<file path="src/rtl/pc_pkg.sv">
// Shared definitions for the program-counter unit: operation encodings and op width.
package pc_pkg;

  localparam int OP_W = 3;

  localparam logic [OP_W-1:0] OP_INC  = 3'd0;
  localparam logic [OP_W-1:0] OP_BR   = 3'd1;
  localparam logic [OP_W-1:0] OP_JMP  = 3'd2;
  localparam logic [OP_W-1:0] OP_CALL = 3'd3;
  localparam logic [OP_W-1:0] OP_RET  = 3'd4;

endpackage

</file>
<file path="src/rtl/pc_addsub.sv">
// Combinational add/subtract with one extra bit; carry is carry-out on add, borrow on subtract.
module pc_addsub #(
  parameter int WIDTH = 16
) (
  input  logic [WIDTH-1:0] a,
  input  logic [WIDTH-1:0] b,
  input  logic             sub,
  output logic [WIDTH-1:0] sum,
  output logic             carry
);

  logic [WIDTH:0] w_res;

  always_comb begin
    if (sub) begin
      w_res = {1'b0, a} - {1'b0, b};
    end else begin
      w_res = {1'b0, a} + {1'b0, b};
    end
  end

  assign sum   = w_res[WIDTH-1:0];
  assign carry = w_res[WIDTH];

endmodule

</file>
<file path="src/rtl/pc_unit.sv">
// Registered program counter with inc/branch/jump/call/return and wrap flag.
// Define PC_RAS_EN to build the circular return-address stack behind CALL/RET.
module pc_unit
  import pc_pkg::*;
#(
  parameter int               WIDTH     = 16,
  parameter logic [WIDTH-1:0] RESET_VEC = '0,
  parameter int               STEP      = 1,
  parameter int               RAS_DEPTH = 4
) (
  input  logic             clk,
  input  logic             reset,
  input  logic             en,
  input  logic [OP_W-1:0]  op,
  input  logic             decr,
  input  logic [WIDTH-1:0] diff,
  input  logic [WIDTH-1:0] target,
  output logic [WIDTH-1:0] pc,
  output logic [WIDTH-1:0] pc_next,
  output logic             wrapped,
  output logic             ras_empty,
  output logic             ras_full,
  output logic             ras_err
);

  localparam logic [WIDTH-1:0] STEP_W = WIDTH'(STEP);

  logic [WIDTH-1:0] r_pc;
  logic             r_wrapped;
  logic             r_ras_err;

  logic             w_is_br;
  logic [WIDTH-1:0] w_add_b;
  logic             w_add_sub;
  logic [WIDTH-1:0] w_sum;
  logic             w_carry;
  logic [WIDTH-1:0] w_pc_next;
  logic             w_wrap_next;
  logic             w_err_next;

  // One adder serves INC, BR, the CALL return address and the RET fallback.
  assign w_is_br   = (op == OP_BR);
  assign w_add_b   = w_is_br ? diff : STEP_W;
  assign w_add_sub = w_is_br & decr;

  pc_addsub #(.WIDTH(WIDTH)) u_addsub (
    .a     (r_pc),
    .b     (w_add_b),
    .sub   (w_add_sub),
    .sum   (w_sum),
    .carry (w_carry)
  );

`ifdef PC_RAS_EN
  localparam int PTR_W = $clog2(RAS_DEPTH);
  localparam int CNT_W = PTR_W + 1;

  logic [WIDTH-1:0] r_ras [RAS_DEPTH];
  logic [PTR_W-1:0] r_ptr;
  logic [CNT_W-1:0] r_count;
  logic [PTR_W-1:0] w_ptr_top;
  logic [WIDTH-1:0] w_top;
  logic             w_ras_empty;
  logic             w_ras_full;
  logic             w_push;
  logic             w_pop;

  assign w_ras_empty = (r_count == '0);
  assign w_ras_full  = (r_count == CNT_W'(RAS_DEPTH));
  assign w_ptr_top   = r_ptr - PTR_W'(1);
  assign w_top       = r_ras[w_ptr_top];
  assign w_push      = en && (op == OP_CALL);
  assign w_pop       = en && (op == OP_RET) && !w_ras_empty;

  always_ff @(posedge clk) begin
    if (w_push) begin
      r_ras[r_ptr] <= w_sum;
    end
  end

  // Pushing while full wraps the pointer onto the oldest entry; count saturates.
  always_ff @(posedge clk or posedge reset) begin
    if (reset) begin
      r_ptr   <= '0;
      r_count <= '0;
    end else if (w_push) begin
      r_ptr <= r_ptr + PTR_W'(1);
      if (!w_ras_full) begin
        r_count <= r_count + CNT_W'(1);
      end
    end else if (w_pop) begin
      r_ptr   <= w_ptr_top;
      r_count <= r_count - CNT_W'(1);
    end
  end

  assign ras_empty = w_ras_empty;
  assign ras_full  = w_ras_full;
`else
  // Stack depth only matters when the stack is built.
  if (RAS_DEPTH < 2) begin : g_ras_depth_unused
  end

  assign ras_empty = 1'b1;
  assign ras_full  = 1'b0;
`endif

  always_comb begin
    w_pc_next   = r_pc;
    w_wrap_next = 1'b0;
    w_err_next  = 1'b0;
    case (op)
      OP_INC, OP_BR: begin
        w_pc_next   = w_sum;
        w_wrap_next = w_carry;
      end
      OP_JMP, OP_CALL: begin
        w_pc_next = target;
      end
      OP_RET: begin
`ifdef PC_RAS_EN
        if (w_ras_empty) begin
          w_pc_next  = w_sum;
          w_err_next = 1'b1;
        end else begin
          w_pc_next = w_top;
        end
`else
        w_pc_next   = w_sum;
        w_wrap_next = w_carry;
`endif
      end
      default: begin
      end
    endcase
  end

  always_ff @(posedge clk or posedge reset) begin
    if (reset) begin
      r_pc      <= RESET_VEC;
      r_wrapped <= 1'b0;
      r_ras_err <= 1'b0;
    end else begin
      r_wrapped <= en & w_wrap_next;
      r_ras_err <= en & w_err_next;
      if (en) begin
        r_pc <= w_pc_next;
      end
    end
  end

  assign pc      = r_pc;
  assign pc_next = w_pc_next;
  assign wrapped = r_wrapped;
  assign ras_err = r_ras_err;

endmodule

</file>
<file path="config.mk">
export PLATFORM = sky130hd
export DESIGN_NAME = pc_unit
export DESIGN_NICKNAME = d
export VERILOG_FILES = /design/src/rtl/pc_pkg.sv /design/src/rtl/pc_addsub.sv /design/src/rtl/pc_unit.sv
export SDC_FILE = /design/constraint.sdc
export NUM_CORES = 1
export LEC_CHECK = 0
export CORE_ASPECT_RATIO = 1.2
export CORE_MARGIN = 8
export CORE_UTILIZATION = 45
export DETAILED_ROUTE_END_ITERATION = 8
export PLACE_DENSITY = 0.79
export REMOVE_ABC_BUFFERS = 1
export SYNTH_ARGS = -nofsm -noshare
export SYNTH_HDL_FRONTEND = slang
export SYNTH_HIERARCHICAL = 1
export SYNTH_SLANG_ARGS = --single-unit
export TNS_END_PERCENT = 100
</file>
<file path="constraint.sdc">
create_clock -name clk -period 7.5 [get_ports clk]
set_clock_uncertainty 0.1 [all_clocks]
set_input_delay 2.25 -clock clk [delete_from_list [all_inputs] [get_ports clk]]
set_output_delay 2.25 -clock clk [all_outputs]
set_load 0.005 [all_outputs]
</file>
==> impl_metrics.toml, run 1 <==
[timing]
setup_violations = 12
finalWorstSetupSlack_ns = -0.5902
fmax_ghz = 0.1236
max-slew-margin-rel = 0.4887
worst_pin_slew_ns = 0.7661
maxSlewViolCount = 0
rsz0062_at_grt = "true"
min_period_over_period = 1.079
final-hold-violation-count = 0
tns_ns = -4.341
period_minus_slack_ns = 8.090

[flow_run]
drv_cap = 0

[logic_synthesis]
ys.flop_type = "dfrtp_1"
yosys.area.top_type = "dfrtp_1"
synth_cell_type_count = 60
synth_edf_count = 0
synth_top_area_share = 0.1560
synth_seq_cells = 17
synth_warnings = 6
synth.most_common_cell = "nor2_1"
syn_area_per_cell_um2 = 8.577
synth.area.top_cells = "dfrtp_1 (16%), ha_1 (7.8%), xnor2_1 (6.7%)"
seq_area_frac_synth = 0.1560
netlist_top_cells_count = "nor2_1 (44), a21oi_1 (25), xnor2_1 (21)"
syn_inst = 318
netlist_area_um2 = 2728
async_reset_ff_frac = 1.000

[cts]
path_clk_slew_ns = 0.09
cts-root-buf = "clkbuf_8"
h-tree-depth = 1
clock_path_buffers = 2
hold_buffers = 0
cts_tree = "yes"
clock_latency_ns = 0.27
cts_sinks = 17
numCtsBuffers = 3

[setup_path]
crit_fanout = 5
worstPathArrival_ns = 5.74
start_kind = "input port"
critPathSlowestCell = "nor3b_4"
slowest_delay_ns = 0.40
cp_cell_sequence = "buf_8 -> nor3b_4 -> nand2b_4 -> inv_4 -> ha_4 -> nand3b_1 -> buf_4 -> nor4_4 -> nor2_2 -> xnor2_1 -> ha_1 -> buf_6 -> and3_4 -> o211ai_1 -> buf_4 -> buf_6 -> mux2i_1 -> and3_1 -> o32ai_2 -> nor2_1 -> buf_2"
path_class = "input port to output pin"
end_kind = "output pin"
crit_buf_inv = 7
cp.required_ns = 5.15
crit_family = "simple AND/OR/NAND/NOR gates"

[die]
initial_utilization = 0.4596
ioPinCount = 75
die_y_um = 101.3
die-width_um = 87.07
die_area_um2 = 8819
core_area_um2 = 5934
rows = 31

[outcome]
status = "finished with violations"
failed_checks = "setup timing"

[power_and_ir_drop]
power_leakage_uw = 0.002224
power_density_nw_per_um2 = 305.1
peakVddDrop_uv = 194.1

[placed_design]
dp_slack_ns = -1.083
place.gp.congestion = 0.8971
io_buffers = 71
dpl.hpwl_mm = 6.877
place_inst = 523

[finish]
fill_cells = 305
antennaDiodeCount = 0
fin_cells = 596
areaGrowthSynthToFinish_pct = 82.16
drive_gt1_frac = 0.5447
finalNetCount = 572

[route]
wire_per_inst_um = 22.32
drc = 0
drtIter0Drc = 214
wirelength_mm = 13.30
drt-vias-per-instance = 5.953
first_pass_iters = 5
vias = 3548
drtAntennaViolNets = 0

[global_routing]
grt_max_degree = 36
grt_overflow_total = 0
grt_pass1_vias = 3753
grt_pass1_wl_mm = 18.42
grt_usage = 0.2627
antenna_found_initial = 0

[hold_path]
min_path_type = "register to register"
cell type report:
type	instances	area, um^2	area share
clock inverter	1	5.005	0.001007
sequential	17	425.4	0.08562
inverter	13	51.30	0.01032
timing repair buffer	211	1785	0.3594
tap	82	102.6	0.02065
multi-input combinational	269	2557	0.5147
clock buffer	3	41.29	0.008310
repair_timing:
| action | CTS | global route |
|---|---|---|
| pin swaps | 64 | 42 |
| resized for setup | 111 | 59 |
| setup endpoints to repair | 15 | 15 |
| gates cloned | 0 | 0 |
| setup buffers | 60 | 11 |
worst register-to-register path: cells and delay by family, from the launching register on:
kind	cells	cell delay, ns
flops	1	0.43
compound gates	4	0.65
fa+ha+maj	2	0.53
simple gates	1	0.08
xor+xnor	1	0.10
buf+inv	28	3.42
cells by family (layout without fill, tap and decap cells):
logic type                 Yosys count  in the layout  synth area share
AOI/OAI and AO/OA                  102            102            0.3390
DFF                                 17             17            0.1560
muxes                                3              3           0.01101
buffers and inverters               33            228           0.08119
xor gates and xnor gates            27             27           0.08670
and+or+nand+nor                    116            116            0.2381
other                                2              3          0.002753
adders and majority gates           18             18           0.08532
final timing paths:
kind / startpoint / endpoint / slack, ns / cells after the start
worst min register to register: pc[0]$_DFFE_PP0P_ / pc[0]$_DFFE_PP0P_ / 0.51 / 1
min in group asynchronous: reset / pc[7]$_DFFE_PP0P_ / 2.31 / 2
max in group asynchronous: reset / pc[1]$_DFFE_PP0P_ / 4.50 / 2
worst max-delay path: op[1] / pc_next[13] / -0.59 / 21
worst min-delay path: pc[0]$_DFFE_PP0P_ / pc[0]$_DFFE_PP0P_ / 0.51 / 1
worst max register to register: pc[0]$_DFFE_PP0P_ / pc[8]$_DFFE_PP0P_ / 2.07 / 36
report_power, final:
part	internal [uW]	leakage, uW	switching [uW]
Sequential	124	0.000191	56.2
Clock	37.2	0.0000255	44.1
Combinational	723	0.00201	531
Total	884	0.00222	631
state kept, by name, summed over array words and instances (netlist names):
register,count
pc,16
wrapped,1
per-stage QoR:
stage | total power, uW | hold WS (ns) | instance area, um^2 | utilization
finish | 1516 | 0.5068 | 4969 | 0.8372
global route | 1585 | 0.5303 | 4969 | 0.8372
CTS | 1303 | 0.4955 | 4617 | 0.7780
detailed placement | 910.5 | 0.4732 | 3900 | 0.6572
global placement | 887.1 | 0.4564 | 3900 | 0.6572
floorplan | 550.7 | 0.4553 | 2559 | -
per-layer routing:
metal	track usage	vias up	wire length (um)
li1	-	1536	-
met1	0.2768	1704	4701
met2	0.4762	244	6919
met3	0.04627	64	877
met4	0.1541	0	806
met5	0	-	0
cell usage in the layout, fill, tap and decap left out, types with 13 or more instances in the layout:
cell type / Yosys / final
clkdlybuf4s50_1: 0 / 52
buf_6: 5 / 13
buf_4: 6 / 128
xnor2_1: 21 / 13
a21oi_2: 1 / 17
nand2_1: 15 / 13
dfrtp_1: 17 / 17
nor2_1: 44 / 35
Power figures use the tool's default switching activity.
==> run 2, diff against run 1 <==
==> constraint.sdc (replaced) <==
create_clock -name clk -period 7.5 [get_ports clk]
set_clock_uncertainty 0.1 [all_clocks]
set_input_delay 1.5 -clock clk [delete_from_list [all_inputs] [get_ports clk]]
set_output_delay 1.5 -clock clk [all_outputs]
set_load 0.005 [all_outputs]
==> run 2 against run 1 <==
Effect of this change:
- the run now ends clean
- critical path type unchanged
- sequential share of layout area grew 3.6 points
- cell count shrank 22%
- worst setup slack gained 0.93 ns
- highest routed layer unchanged
- critical endpoint is now pc_next[15]
- fmax grew 13%
- utilization shrank 25 points
- combinational power shrank 51%
- routed wire length shrank 44%
==> impl_metrics.toml, run 2 (synthesis results as in run 1) <==
[power_and_ir_drop]
power_density_nw_per_um2 = 246.9
peakVddDrop_uv = 140.4
power_leakage_uw = 0.001408

[route]
vias = 2509
highest_layer = "met4"
drt-vias-per-instance = 5.419
wire_per_inst_um = 16.08
first_pass_iters = 4
drtAntennaViolNets = 0
routed-wl-met3_um = 436
wl_met2_mm = 3.554
drtIter0Drc = 116
wirelength_mm = 7.443
drc = 0
wl_met1_mm = 3.240

[finish]
drive_gt1_frac = 0.1627
areaGrowthSynthToFinish_pct = 27.89
fill_cells = 533
largest_register_ffs = 16
final_common_cell = "clkdlybuf4s50_1"
finalNetCount = 439
final_cell_area_um2 = 3488
antennaDiodeCount = 0
layout_common_cells = "clkdlybuf4s50_1 (69), nor2_1 (44), a21oi_1 (24)"

[placed_design]
place.gp.congestion = 0.9035
io_buffers = 71
dpl.hpwl_mm = 5.879
post_dp_cell_area_um2 = 3412

[cts]
path_clk_slew_ns = 0.07
hold_buffers = 0
clock_latency_ns = 0.27
cts_sinks = 17
h-tree-depth = 1
numCtsBuffers = 3
cts-root-buf = "clkbuf_8"
cts_tree = "yes"
clock_path_buffers = 2

[timing]
rsz0062_at_grt = "false"
final-hold-violation-count = 0
period_minus_slack_ns = 7.161
maxSlewViolCount = 0
min_period_over_period = 0.9549
worst_pin_slew_ns = 0.8383
max-slew-margin-rel = 0.4412
fmax_ghz = 0.1396
tns_ns = 0
setup_violations = 0

[die]
die_y_um = 101.3
ioPinCount = 75
die-width_um = 87.07
rows = 31
core_area_um2 = 5934
die_area_um2 = 8819
initial_utilization = 0.4596

[outcome]
status = "complete, no violations"

[setup_path]
worstPathArrival_ns = 5.56
r2r_setup_slack_ns = 4.63
r2r_end = "pc[12]$_DFFE_PP0P_"
path_class = "input port to output pin"
start_kind = "input port"
worstReg2RegStart = "pc[0]$_DFFE_PP0P_"
end_kind = "output pin"
ff2ff_path_depth = 11
cp.required_ns = 5.90
crit_fanout = 10

[hold_path]
min_path_type = "register to register"
holdPathStages = 1
hold_start = "pc[0]$_DFFE_PP0P_"
min_to = "pc[0]$_DFFE_PP0P_"

[global_routing]
grt_pass1_vias = 2563
grt_pass1_wl_mm = 12.48
grt_max_degree = 36
grt_usage = 0.1747
grt_overflow_total = 0
antenna_found_initial = 0

[flow_run]
drv_cap = 0
==> run 2: cell count changes in the layout (fill, tap and decap cells not counted), moves of 7 or more <==
cell and delta:
buf_6 -13, xnor2_1 +8, ha_1 +7, nor2_1 +9, buf_4 -121, a21oi_1 +17
a21oi_2 -15, xnor2_2 -8, clkdlybuf4s50_1 +17
==> run 2: worst max-delay path by stage <==
| stage | from | end | slack [ns] |
|---|---|---|---|
| CTS | op[2] | pc_next[15] | 0.21 |
| floorplan | op[1] | pc_next[13] | 1.58 |
| finish | op[0] | pc_next[15] | 0.34 |
| detailed placement | op[2] | pc_next[15] | 0.29 |
| global route | op[0] | pc_next[15] | 0.03 |
| global placement | op[2] | pc_next[15] | 0.33 |
==> run 2: stage by stage <==
stage | worst slack (ns) | instances | util | hold WS, ns | power (uW)
floorplan | 1.581 | 299 | - | 0.4553 | 550.7
detailed placement | 0.2925 | 458 | 0.5750 | 0.4708 | 780.0
finish | 0.3386 | 463 | 0.5878 | 0.4906 | 861.4
global route | 0.02534 | 463 | 0.5878 | 0.5114 | 933.5
global placement | 0.3323 | 458 | 0.5750 | 0.4576 | 770.8
CTS | 0.2149 | 462 | 0.5828 | 0.4908 | 859.7
==> run 2: critical path, cell delays in order <==
cell	delay, ns
clkdlybuf4s50_1	0.45
nor3b_4	0.20
buf_4	0.17
and2_1	0.22
nor4_4	0.36
nand2_2	0.11
nor3_2	0.23
nor2_1	0.08
xnor2_1	0.20
ha_1	0.34
a21oi_2	0.21
o21ai_0	0.12
a31oi_1	0.15
o21ai_0	0.13
xnor2_1	0.30
o32ai_4	0.14
nor2_1	0.13
clkdlybuf4s50_1	0.51
==> run 2: routing by layer <==
metal,global-route usage,vias up
li1,-,1270
met1,0.2158,1142
met3,0.02760,11
met5,0,-
met4,0.05445,0
met2,0.3008,86
==> run 2: repair_timing <==
item | 4_1_cts | 5_1_grt
gates resized for setup | 0 | 5
buffers inserted | 0 | 1
endpoints found under the setup margin | 0 | 3
==> run 2: area by class of cell <==
cell class,count,area [um^2],share of cell area
inverter,13,48.80,0.01399
sequential,17,425.4,0.1220
tap,82,102.6,0.02941
multi-input combinational,269,2105,0.6033
clock inverter,1,5.005,0.001435
timing repair buffer,78,760.7,0.2181
clock buffer,3,41.29,0.01184
==> run 2: where the power goes <==
group | internal [uW] | switching, uW
registers | 124 | 46.8
logic | 328 | 287
clock network | 37.1 | 38.4
total | 489 | 373
